### config.mk
export PLATFORM = sky130hd
export DESIGN_NAME = tx_redundant
export DESIGN_NICKNAME = d
export VERILOG_FILES = /design/src/rtl/tx_redundant.sv
export SDC_FILE = /design/constraint.sdc
export NUM_CORES = 1
export LEC_CHECK = 0
export CAP_MARGIN = 20
export CORE_ASPECT_RATIO = 1.2
export CORE_MARGIN = 4
export CORE_UTILIZATION = 30
export DETAILED_ROUTE_END_ITERATION = 8
export MAX_ROUTING_LAYER = met4
export PLACE_DENSITY = 0.54
export REMOVE_ABC_BUFFERS = 1
export SLEW_MARGIN = 40
export SYNTH_ARGS = -nofsm -noshare
export SYNTH_HDL_FRONTEND = slang
export SYNTH_SLANG_ARGS = --single-unit
### constraint.sdc
create_clock -name clk125MHz -period 2.9 [get_ports clk125MHz]
set_input_delay 0.435 -clock clk125MHz [delete_from_list [all_inputs] [get_ports clk125MHz]]
set_output_delay 0.435 -clock clk125MHz [all_outputs]
set_load 0.1 [all_outputs]
### src/rtl/tx_redundant.sv
// Buffers one upstream packet and retransmits it R times as
// [copy index, payload..., TRAILER] frames, each followed by an idle gap.
module tx_redundant #(
  parameter int          MAX_PAYLOAD = 64,
  parameter int          GAP_CYCLES  = 12,
  parameter logic [7:0]  TRAILER     = 8'hEF
) (
  input  logic       clk125MHz,
  input  logic       reset,
  input  logic [7:0] data_in,
  input  logic       en_in,
  input  logic [7:0] redundancy,
  output logic       in_ready,
  output logic [7:0] tx_data,
  output logic       tx_enable,
  output logic       done,
  output logic       overflow,
  output logic       busy_drop
);

  // state        | meaning
  // IDLE         | waiting for first payload byte, in_ready high
  // CAPTURE      | storing payload bytes while en_in stays high
  // SEND_ID      | emitting the copy index byte
  // SEND_PAYLOAD | emitting buffered payload bytes 0..L-1
  // SEND_TRAILER | emitting TRAILER
  // GAP          | tx_enable low between copies / before done
  typedef enum logic [2:0] {
    IDLE, CAPTURE, SEND_ID, SEND_PAYLOAD, SEND_TRAILER, GAP
  } state_t;

  localparam int CW = $clog2(MAX_PAYLOAD + 1);
  localparam int AW = (MAX_PAYLOAD > 1) ? $clog2(MAX_PAYLOAD) : 1;
  localparam int GW = $clog2(GAP_CYCLES + 1);
  localparam logic [CW-1:0] MAX_CNT  = CW'(MAX_PAYLOAD);
  localparam logic [GW-1:0] GAP_LOAD = GW'(GAP_CYCLES - 1);
  localparam logic [GW-1:0] GAP_LAST = GW'(GAP_CYCLES);

  state_t          state, state_nxt;
  logic [CW-1:0]   wr_cnt, wr_cnt_nxt;
  logic [CW-1:0]   len, len_nxt;
  logic [CW-1:0]   rd_cnt, rd_cnt_nxt;
  logic [7:0]      copy_idx, copy_idx_nxt;
  logic [7:0]      copies, copies_nxt;
  logic [GW-1:0]   gap_cnt, gap_cnt_nxt;
  logic            ovf_seen, ovf_seen_nxt;
  logic [7:0]      tx_data_nxt;
  logic            tx_enable_nxt, done_nxt, overflow_nxt, busy_drop_nxt;

  logic [7:0]      pkt_mem [MAX_PAYLOAD];
  logic            mem_we;
  logic [AW-1:0]   mem_addr;
  logic [7:0]      mem_wdata;

  assign in_ready = (state == IDLE);

  always_comb begin
    state_nxt     = state;
    wr_cnt_nxt    = wr_cnt;
    len_nxt       = len;
    rd_cnt_nxt    = rd_cnt;
    copy_idx_nxt  = copy_idx;
    copies_nxt    = copies;
    gap_cnt_nxt   = gap_cnt;
    ovf_seen_nxt  = ovf_seen;
    tx_data_nxt   = 8'h00;
    tx_enable_nxt = 1'b0;
    done_nxt      = 1'b0;
    overflow_nxt  = 1'b0;
    busy_drop_nxt = en_in && (state != IDLE) && (state != CAPTURE);
    mem_we        = 1'b0;
    mem_addr      = wr_cnt[AW-1:0];
    mem_wdata     = data_in;

    case (state)
      IDLE: begin
        if (en_in) begin
          mem_we       = 1'b1;
          mem_addr     = '0;
          wr_cnt_nxt   = CW'(1);
          copies_nxt   = (redundancy == 8'd0) ? 8'd1 : redundancy;
          ovf_seen_nxt = 1'b0;
          state_nxt    = CAPTURE;
        end
      end
      CAPTURE: begin
        if (en_in) begin
          if (wr_cnt < MAX_CNT) begin
            mem_we     = 1'b1;
            wr_cnt_nxt = wr_cnt + CW'(1);
          end else if (!ovf_seen) begin
            overflow_nxt = 1'b1;
            ovf_seen_nxt = 1'b1;
          end
        end else begin
          len_nxt      = wr_cnt;
          copy_idx_nxt = 8'd1;
          state_nxt    = SEND_ID;
        end
      end
      SEND_ID: begin
        tx_enable_nxt = 1'b1;
        tx_data_nxt   = copy_idx;
        rd_cnt_nxt    = '0;
        state_nxt     = SEND_PAYLOAD;
      end
      SEND_PAYLOAD: begin
        tx_enable_nxt = 1'b1;
        tx_data_nxt   = pkt_mem[rd_cnt[AW-1:0]];
        rd_cnt_nxt    = rd_cnt + CW'(1);
        if (rd_cnt == len - CW'(1)) state_nxt = SEND_TRAILER;
      end
      SEND_TRAILER: begin
        tx_enable_nxt = 1'b1;
        tx_data_nxt   = TRAILER;
        // The final gap runs one edge longer so done lands after a full gap.
        gap_cnt_nxt   = (copy_idx < copies) ? GAP_LOAD : GAP_LAST;
        state_nxt     = GAP;
      end
      GAP: begin
        if (gap_cnt == '0) begin
          if (copy_idx < copies) begin
            copy_idx_nxt = copy_idx + 8'd1;
            state_nxt    = SEND_ID;
          end else begin
            done_nxt  = 1'b1;
            state_nxt = IDLE;
          end
        end else begin
          gap_cnt_nxt = gap_cnt - GW'(1);
        end
      end
      default: state_nxt = IDLE;
    endcase
  end

  always_ff @(posedge clk125MHz or negedge reset) begin
    if (!reset) begin
      state     <= IDLE;
      wr_cnt    <= '0;
      len       <= '0;
      rd_cnt    <= '0;
      copy_idx  <= '0;
      copies    <= '0;
      gap_cnt   <= '0;
      ovf_seen  <= 1'b0;
      tx_data   <= 8'h00;
      tx_enable <= 1'b0;
      done      <= 1'b0;
      overflow  <= 1'b0;
      busy_drop <= 1'b0;
    end else begin
      state     <= state_nxt;
      wr_cnt    <= wr_cnt_nxt;
      len       <= len_nxt;
      rd_cnt    <= rd_cnt_nxt;
      copy_idx  <= copy_idx_nxt;
      copies    <= copies_nxt;
      gap_cnt   <= gap_cnt_nxt;
      ovf_seen  <= ovf_seen_nxt;
      tx_data   <= tx_data_nxt;
      tx_enable <= tx_enable_nxt;
      done      <= done_nxt;
      overflow  <= overflow_nxt;
      busy_drop <= busy_drop_nxt;
    end
  end

  always_ff @(posedge clk125MHz) begin
    if (mem_we) pkt_mem[mem_addr] <= mem_wdata;
  end

endmodule

; ---- Yosys cells after proc, flatten, opt, wreduce, memory -nomap -nowiden
; Memories as Yosys holds them, arrays and structs flattened.
; Index checks and enable logic that the tools add are counted.
[word_totals]
reg_bits = 57
latch_bits = 0
ramBits = 512
romBits = 0
input_bits = 19
word_cells = 96
mem_count = 1
[classes]
add_sub_neg = 5
mul = 0
div_mod_pow = 0
magnitude_cmp = 2
n_eq_ne = 16
shifts = 0
n_mux = 40
n_bitwise = 1
n_reduce_logical = 18
[memory_table]
columns = name, depth, width, rd, rd_clocked_by_memory_dff, write_ports, line_no
row1 = pkt_mem, 64, 8, 1, 0, 1, 50  ; logic [7:0] pkt_mem [MAX_PAYLOAD];
[ops]
columns = operator, count
row1 = two-way mux 8 bit, 4
row2 = case mux 7 bit (2 select lines), 2
row3 = case mux 8 bit (3 select lines), 1
row4 = two-way mux 7 bit, 3
row5 = "!= test 2 bit, second input constant", 9
row6 = case mux 3 bit (6 select lines), 1
row7 = two-way mux 1 bit, 16
row8 = case mux 8 bit (2 select lines), 1
row9 = AND reduction 4 bit, 4
row10 = two-way mux 3 bit, 5
row11 = "adder 7 x 1 -> 7 bit, second input constant", 2
row12 = two-way mux 6 bit, 2
row13 = "adder 8 x 1 -> 8 bit, second input constant", 1
row14 = zero test 8 bit, 1
row15 = < comparator 8 bit, 1
row16 = case mux 4 bit (2 select lines), 1
row17 = nonzero test 2 bit, 4
row18 = equality test 7 bit, 1
row19 = "< comparator 7 bit, second input constant", 1
row20 = "subtractor 7 x 1 -> 7 bit, second input constant", 1
row21 = "equality test 3 x 2 -> 1 bit, second input constant", 2
row22 = "equality test 3 bit, second input constant", 2
row23 = AND reduction 2 bit, 3
row24 = zero test 4 bit, 1
row25 = other kinds (11), 13

; ---- Logic depth before layout (Yosys ltp)
; Gate-level depths: netlist (run 1).
[logic_depth]
depth_word = 6
depth_mapped = 10
depth_no_buf = 8

; ---- Worst setup path after synthesis (run 1)
; OpenSTA, ideal clock, no wires.
[synth_timing]
kind = register -> register
from = register state[0]
to = memory pkt_mem[56][0] (enable)
setup_ps = 371
arrival_ps = 3781
required_time_ps = 2529
slack_ps = -1251
stages_incl_launch_ff = 7
path_buffers = 2
period_less_slack_ps = 4151
cell_sequence = dfrtp_1 buf_2 nor3_1 nand2_1 clkbuf_1 a21o_1 nor2_1
[synth_via]
elab_chain_len = 4
word_cells_on_any_way = 6
cone_classes = 1 x eq/ne / 4 x mux / 1 x reduce/logical
[synth_lines]
columns = element, line_no
row1 = "start, declared", 39  ; state_t state, state_nxt;
row2 = "start signal, assigned", 153  ; state <= state_nxt;
row3 = zero test 3 bit (*), --
row4 = via in_ready, 13  ; output logic in_ready,
row5 = case mux 1 bit (2 select lines), 75  ; case (state)
row6 = two-way mux 1 bit, 170  ; if (mem_we) pkt_mem[mem_addr] <= mem_wdata;
row7 = two-way mux 1 bit (implied by the code), 170
row8 = "end, declared", 50
; Mark *: on every way through the listed nets, which the timed path passes. The rest lies on a longest branch.

; ---- Worst setup path in the final report (run 1)
[layout_timing]
from = register rd_cnt[0]
to = register tx_data[6]
[layout_via]
elab_chain_len = 2
[layout_lines]
columns = element, line_no
row1 = "start, declared", 42  ; logic [CW-1:0] rd_cnt, rd_cnt_nxt;
row2 = "start signal, assigned", 156  ; rd_cnt <= rd_cnt_nxt;
row3 = memory read (64 x 8 bit), --
row4 = case mux 8 bit (3 select lines), 75
row5 = via tx_data_nxt[6], 47  ; logic [7:0] tx_data_nxt;
row6 = "end signal, assigned", 161  ; tx_data <= tx_data_nxt;
row7 = "end, declared", 14  ; output logic [7:0] tx_data,
; The timed path passes the listed nets, and every way through them passes these cells.
; A chain may end at the register's enable or synchronous reset.

==> results.sh, run 1 <==
export IMPL_cp_required_ps=3360
export IMPL_fp_row_count=110
export IMPL_synth_edf_count=512
export IMPL_slowest_delay_ps=540
export IMPL_grt_overflow_total=0
export IMPL_peakVddDrop_uv=498
export IMPL_ys_warn_count=0
export IMPL_drtAntennaViolNets=0
export IMPL_layout_drive_gt1_share_pct=24.6
export IMPL_skew_ps=26.1
export IMPL_hold_violations=0
export IMPL_start_util_pct=30.4
export IMPL_port_buffers=31
export IMPL_first_iter_violations=858
export IMPL_cts_htree_levels=2
export IMPL_placed_cell_area_um2=25200
export IMPL_drtPass1Iterations=7
export IMPL_final_cells=2480
export IMPL_synthXorXnorAreaFrac_pct=0.766
export IMPL_drcViolationCount=0
export IMPL_multiInputGateArea_um2=5570
export IMPL_grt_pass1_wl_um=83500
export IMPL_status="complete, no violations"
export IMPL_fin_crit_sh_pct=87.3
export IMPL_worst_pin_slew_ps=781
export IMPL_synth_area_per_cell_um2=18.1
export IMPL_routed_wl_um=56200
export IMPL_synthAdderAreaFrac_pct=0.656
export IMPL_final_max_slew_viol_count=0
export IMPL_fin_crit_ps=2530
export IMPL_crit_path_end_kind="register"
export IMPL_cts_sinks=569
export IMPL_synth_top_family_by_area="multiplexers"
export IMPL_setup_viol=0
export IMPL_cts_root_buf="clkbuf_16"
export IMPL_vias=11985
export IMPL_numCtsBuffers=55
export IMPL_cp_start_kind="register"
export IMPL_synthArstFlopShare_pct=10.0
export IMPL_synth_top_cell_area_share_pct=67.2
export IMPL_power_switching_w=0.00731
export IMPL_io_pins=32
export IMPL_synth_simple_gate_area_share_pct=4.60
export IMPL_p_per_area_nw_per_um2=865
export IMPL_grt_setup_unrepaired="false"
export IMPL_first_global_vias=12437
export IMPL_seq_area_frac_synth_pct=73.4
export IMPL_crit_chain="buf_4, buf_12, buf_4, mux4_2, mux2i_1, o21ai_0, nand3_1, o211ai_1"
export IMPL_max_freq_mhz=395
export IMPL_tritoncts="yes"
export IMPL_ys_flop_type="edfxtp_1"
export IMPL_hold_path_class="input pin to register"
export IMPL_syn2layout_area_growth_pct=18.0
export IMPL_arrival_ps=3000
export IMPL_synth_top_area_cell="edfxtp_1"
export IMPL_die_w_um=260
export IMPL_max_cap_violations=0
export IMPL_synthCells=1264
export IMPL_path_clk_slew_ps=60
export IMPL_synth_compound_area_share_pct=4.99
export IMPL_cp_slowest_cell="dfrtp_4"
export IMPL_dp_final_hpwl_um=36700
export IMPL_wl_per_cell_um=22.7
export IMPL_syn_area_um2=22900
export IMPL_relSlewSlack_pct=47.9
export IMPL_core_um2=75300
export IMPL_clock_latency_ps=600
export IMPL_die_y_um=311
export IMPL_path_class="register to register"
export IMPL_postCtsResizedCells=0
export IMPL_gp_congestion=0.830
export IMPL_cts_buffer_depth=3
export IMPL_dieArea_um2=80800
export IMPL_dp_cells=2376
export IMPL_tns_ps=0
export IMPL_synth_seq_cells=569
export IMPL_layout_nets=1458
export IMPL_total_leakage_power_nw=8.94
export IMPL_cp_max_fo=22
export IMPL_drt_vias_per_instance=4.83
export IMPL_critPathMostFrequentCell="buf_4"
export IMPL_synth_area_leaders="edfxtp_1, mux4_2, dfrtp_1"
export IMPL_fill_cells=6999
export IMPL_muxShareOfSynthArea_pct=13.3
export IMPL_swShare_pct=31.3
export IMPL_power_w=0.0234
export IMPL_gr_usage_all_layers_pct=14.2
export IMPL_fin_area_um2=27000
export IMPL_synth_cell_types=53
export IMPL_antenna_found_initial=1
export IMPL_clock_power_share_pct=30.3
export IMPL_grt_max_degree=65
export IMPL_internal_power_w=0.0161
export IMPL_seqCellArea_um2=16800
export IMPL_pwr_share_seq_pct=41.3
export IMPL_comb_power_share_pct=28.4
[cells by family after synthesis]
logic type	Yosys count
adders and majority gates	12
and+or+nand+nor	228
DFF	569
xor gates and xnor gates	20
buffers and inverters	89
muxes	176
AOI/OAI and AO/OA	170
[synthesized netlist by cell type (all sizes together) (4+ instances only)]
cell       n
clkbuf    30
xor2      11
nand3b     5
inv       15
a211oi    20
mux2i     69
o21ai     42
o2111ai    4
xnor2      9
o221ai    13
a22o      10
mux2       5
o22ai     12
o211ai     9
edfxtp   512
nor2      90
a21o       4
a221oi     5
a22oi     16
nor3      16
ha        12
nand4      9
mux4     102
a21oi     28
nand2     48
nor2b      8
nand3     27
buf       44
nand2b     6
dfrtp     57
and3       4
[cell type report]
class	instances	share of cell area, %
sequential	569	62.3
multi-input combinational	606	20.6
timing repair buffer	180	5.63
clock buffer	66	5.33
tap	1008	4.67
clock inverter	35	1.27
inverter	15	0.209
antenna	1	0.00927
[worst max-delay path: cells and delay by family (launching register included)]
| family | cells | cell delay [ps] |
|---|---|---|
| AOI/OAI and AO/OA | 2 | 250 |
| buffers and inverters | 3 | 670 |
| DFF | 1 | 540 |
| muxes | 2 | 790 |
| and+or+nand+nor | 1 | 120 |
[sequential cells by signal (all words and copies together) (netlist names)]
signal,flops
busy_drop,1
copies,8
copy_idx,8
done,1
gap_cnt,4
len,7
overflow,1
ovf_seen,1
pkt_mem,512
rd_cnt,7
state,3
tx_data,8
tx_enable,1
wr_cnt,7
[per-layer routing]
layer  track usage, %  vias up  routed length (um)
li1                 -     5405                   -
met2             23.5      289               28300
met1             17.9     6211               23400
met3             2.69       80                2750
met5                -        -                   0
met4             4.41        0                1770
[stage by stage]
stage                     setup WS (ps)  hold slack (ps)  util (%)
after floorplan                   -4270              139         -
after global placement              186              413      33.5
after detailed placement            214              414      33.5
after CTS                           349              267      35.8
after global routing                245              286      35.9
final                               368              300      35.9
[cell usage in the layout, fill, tap and decap left out, types with 5 or more instances in the layout]
cell and n:
edfxtp_1 512, buf_4 149, mux4_2 102, nor2_1 89, mux2i_1 69, clkbuf_16 56, dfrtp_1 55, nand2_1 48
o21ai_0 38, a21oi_1 28, nand3_1 27, a211oi_1 18, a22oi_1 16, nor3_1 16, inv_1 15, clkinv_1 15
o221ai_1 13, buf_12 13, o22ai_1 12, ha_1 12, xor2_1 11, a22o_1 10, clkbuf_1 10, o211ai_1 9
nand4_1 9, xnor2_1 9, clkdlybuf4s50_1 9, nor2b_1 8, buf_2 8, nand2b_1 6, bufinv_16 6, clkinv_2 6
nand3b_1 5, mux2_2 5
[repair_timing]
action,in CTS,in global routing
buffers inserted,0,0
hold endpoints to repair,18,0
hold buffers,1,0
[power groups by stage]
stage / Combinational (W) / Sequential, W / Clock, W
final: 0.00663 / 0.00965 / 0.00709
after global routing: 0.00709 / 0.00969 / 0.00762
after CTS: 0.00671 / 0.00964 / 0.00729
after detailed placement: 0.00668 / 0.00982 / 0
after global placement: 0.00665 / 0.00980 / 0
after floorplan: 0.00310 / 0.0104 / 0
[path summary, 6_finish.rpt]
kind	from	end	slack, ps	depth (start not counted)
max	rd_cnt[0]	tx_data[6]	370	8
min	data_in[7]	pkt_mem[46][7]	300	1
max reg2reg	rd_cnt[0]	tx_data[6]	370	8
min reg2reg	ovf_seen	overflow	470	1
max in group asynchronous	reset	rd_cnt[0]	1990	3
min in group asynchronous	reset	copies[4]	310	2
No activity file was read; power rests on OpenSTA's default activity.
==> run 2, diff against run 1 <==
--- a/config.mk
+++ b/config.mk
@@ -6,12 +6,14 @@
 export NUM_CORES = 1
 export LEC_CHECK = 0
 export CAP_MARGIN = 20
+export CELL_PAD_IN_SITES_DETAIL_PLACEMENT = 1
+export CELL_PAD_IN_SITES_GLOBAL_PLACEMENT = 2
 export CORE_ASPECT_RATIO = 1.2
 export CORE_MARGIN = 4
 export CORE_UTILIZATION = 30
 export DETAILED_ROUTE_END_ITERATION = 8
 export MAX_ROUTING_LAYER = met4
-export PLACE_DENSITY = 0.54
+export PLACE_DENSITY = 0.63
 export REMOVE_ABC_BUFFERS = 1
 export SLEW_MARGIN = 40
 export SYNTH_ARGS = -nofsm -noshare
==> results.sh, run 2 (synthesis results as in run 1) <==
export IMPL_core_um2=75300
export IMPL_fin_crit_sh_pct=90.4
export IMPL_largest_reg_flops=512
export IMPL_start_util_pct=30.4
export IMPL_die_w_um=260
export IMPL_worst_pin_slew_ps=809
export IMPL_max_freq_mhz=381
export IMPL_layout_nets=1464
export IMPL_tritoncts="yes"
export IMPL_dp_cells=2381
export IMPL_layout_commonest_cell="edfxtp_1"
export IMPL_regMostFlops="pkt_mem"
export IMPL_cts_htree_levels=2
export IMPL_highest_layer="met4"
export IMPL_hold_path_class="input pin to register"
export IMPL_antenna_found_initial=1
export IMPL_wl_per_cell_um=24.2
export IMPL_clock_latency_ps=630
export IMPL_cp_max_fo=37
export IMPL_io_pins=32
export IMPL_path_clk_slew_ps=60
export IMPL_hold_violations=0
export IMPL_routed_wl_um=60100
export IMPL_post_place_ws_ps=259
export IMPL_grt_pass1_wl_um=89200
export IMPL_grt_overflow_total=0
export IMPL_hold_buffers=1
export IMPL_grt_setup_unrepaired="false"
export IMPL_timing_final_ws_setup_ps=278
export IMPL_drt_vias_per_instance=4.93
export IMPL_power_w=0.0237
export IMPL_skew_ps=25.8
export IMPL_crit_path_end_kind="register"
export IMPL_arrival_ps=3100
export IMPL_status="complete, no violations"
export IMPL_cp_required_ps=3380
export IMPL_fin_area_um2=27100
export IMPL_seqCellArea_um2=16800
export IMPL_vias=12272
export IMPL_final_cells=2488
export IMPL_dp_final_hpwl_um=39200
export IMPL_path_class="register to register"
export IMPL_cts_root_buf="clkbuf_16"
export IMPL_multiInputGateArea_um2=5570
export IMPL_max_cap_violations=0
export IMPL_wl_met2_um=30000
export IMPL_met1_length_um=25900
export IMPL_relSlewSlack_pct=46.1
export IMPL_peakVddDrop_uv=458
export IMPL_total_leakage_power_nw=9.01
export IMPL_wl_met3_um=2440
export IMPL_numCtsBuffers=56
export IMPL_syn2layout_area_growth_pct=18.5
export IMPL_gp_congestion=0.789
export IMPL_setup_viol=0
export IMPL_placed_cell_area_um2=25200
export IMPL_drcViolationCount=0
export IMPL_layout_common_cells="edfxtp_1, buf_4, mux4_2"
export IMPL_layout_drive_gt1_share_pct=25.4
export IMPL_fin_crit_ps=2620
export IMPL_drtAntennaViolNets=0
export IMPL_post_cts_buffers=0
export IMPL_fill_cells=7549
export IMPL_cts_buffer_depth=3
export IMPL_cp_start_kind="register"
export IMPL_final_max_slew_viol_count=0
export IMPL_gr_usage_all_layers_pct=15.2
export IMPL_first_global_vias=13068
export IMPL_whs_ps=243
export IMPL_port_buffers=31
export IMPL_fp_row_count=110
export IMPL_p_per_area_nw_per_um2=876
export IMPL_grt_max_degree=65
export IMPL_postCtsResizedCells=0
export IMPL_first_iter_violations=906
export IMPL_drtPass1Iterations=5
export IMPL_die_y_um=311
export IMPL_dieArea_um2=80800
export IMPL_cts_sinks=569
run 2: cell count changes in the layout (fill, tap and decap cells not counted), sizes merged:
| cell | delta |
|---|---|
| buf | +5 |
| bufinv | +1 |
| clkbuf | +1 |
| clkinv | +1 |
| clkinvlp | -1 |
| inv | +1 |
run 2: critical path, stage by stage (launching register included):
cell and delay (ps):
dfrtp_4 830, buf_4 360, mux4_2 370, a211oi_1 480, a21oi_1 190, nand2_1 130, o211ai_1 90
run 2: through the flow:
step / utilization (%) / TNS [ps]
after floorplan: - / -789260
after global placement: 33.5 / 0
after detailed placement: 33.5 / 0
after CTS: 36.0 / 0
after global routing: 36.0 / 0
final: 36.0 / 0
run 2: worst paths after layout:
| check | endpoint | start | slack, ps | cells past startpoint |
|---|---|---|---|---|
| max | tx_data[3] | rd_cnt[1] | 280 | 6 |
| min | pkt_mem[16][1] | data_in[1] | 240 | 1 |
| max reg2reg | tx_data[3] | rd_cnt[1] | 280 | 6 |
| min reg2reg | overflow | ovf_seen | 440 | 1 |
| max in group asynchronous | rd_cnt[1] | reset | 1980 | 3 |
| min in group asynchronous | copy_idx[7] | reset | 290 | 2 |
run 2: area by class of cell:
type | count | share of cell area [%]
Antenna cell | 1 | 0.00923
Timing Repair Buffer | 185 | 5.70
Clock buffer | 67 | 5.40
Sequential cell | 569 | 62.0
Multi-Input combinational cell | 606 | 20.6
Inverter | 15 | 0.208
Clock inverter | 37 | 1.44
Tap cell | 1008 | 4.65
run 2: where the power goes:
group	internal [W]	switching (W)
combinational	0.00271	0.00398
sequential	0.00925	0.000426
clock	0.00424	0.00314
run 2: per-layer routing:
layer	vias to the layer above	GRT usage (%)
li1	5399	-
met1	6517	19.7
met2	271	25.0
met3	85	2.19
met4	0	4.54
met5	-	-
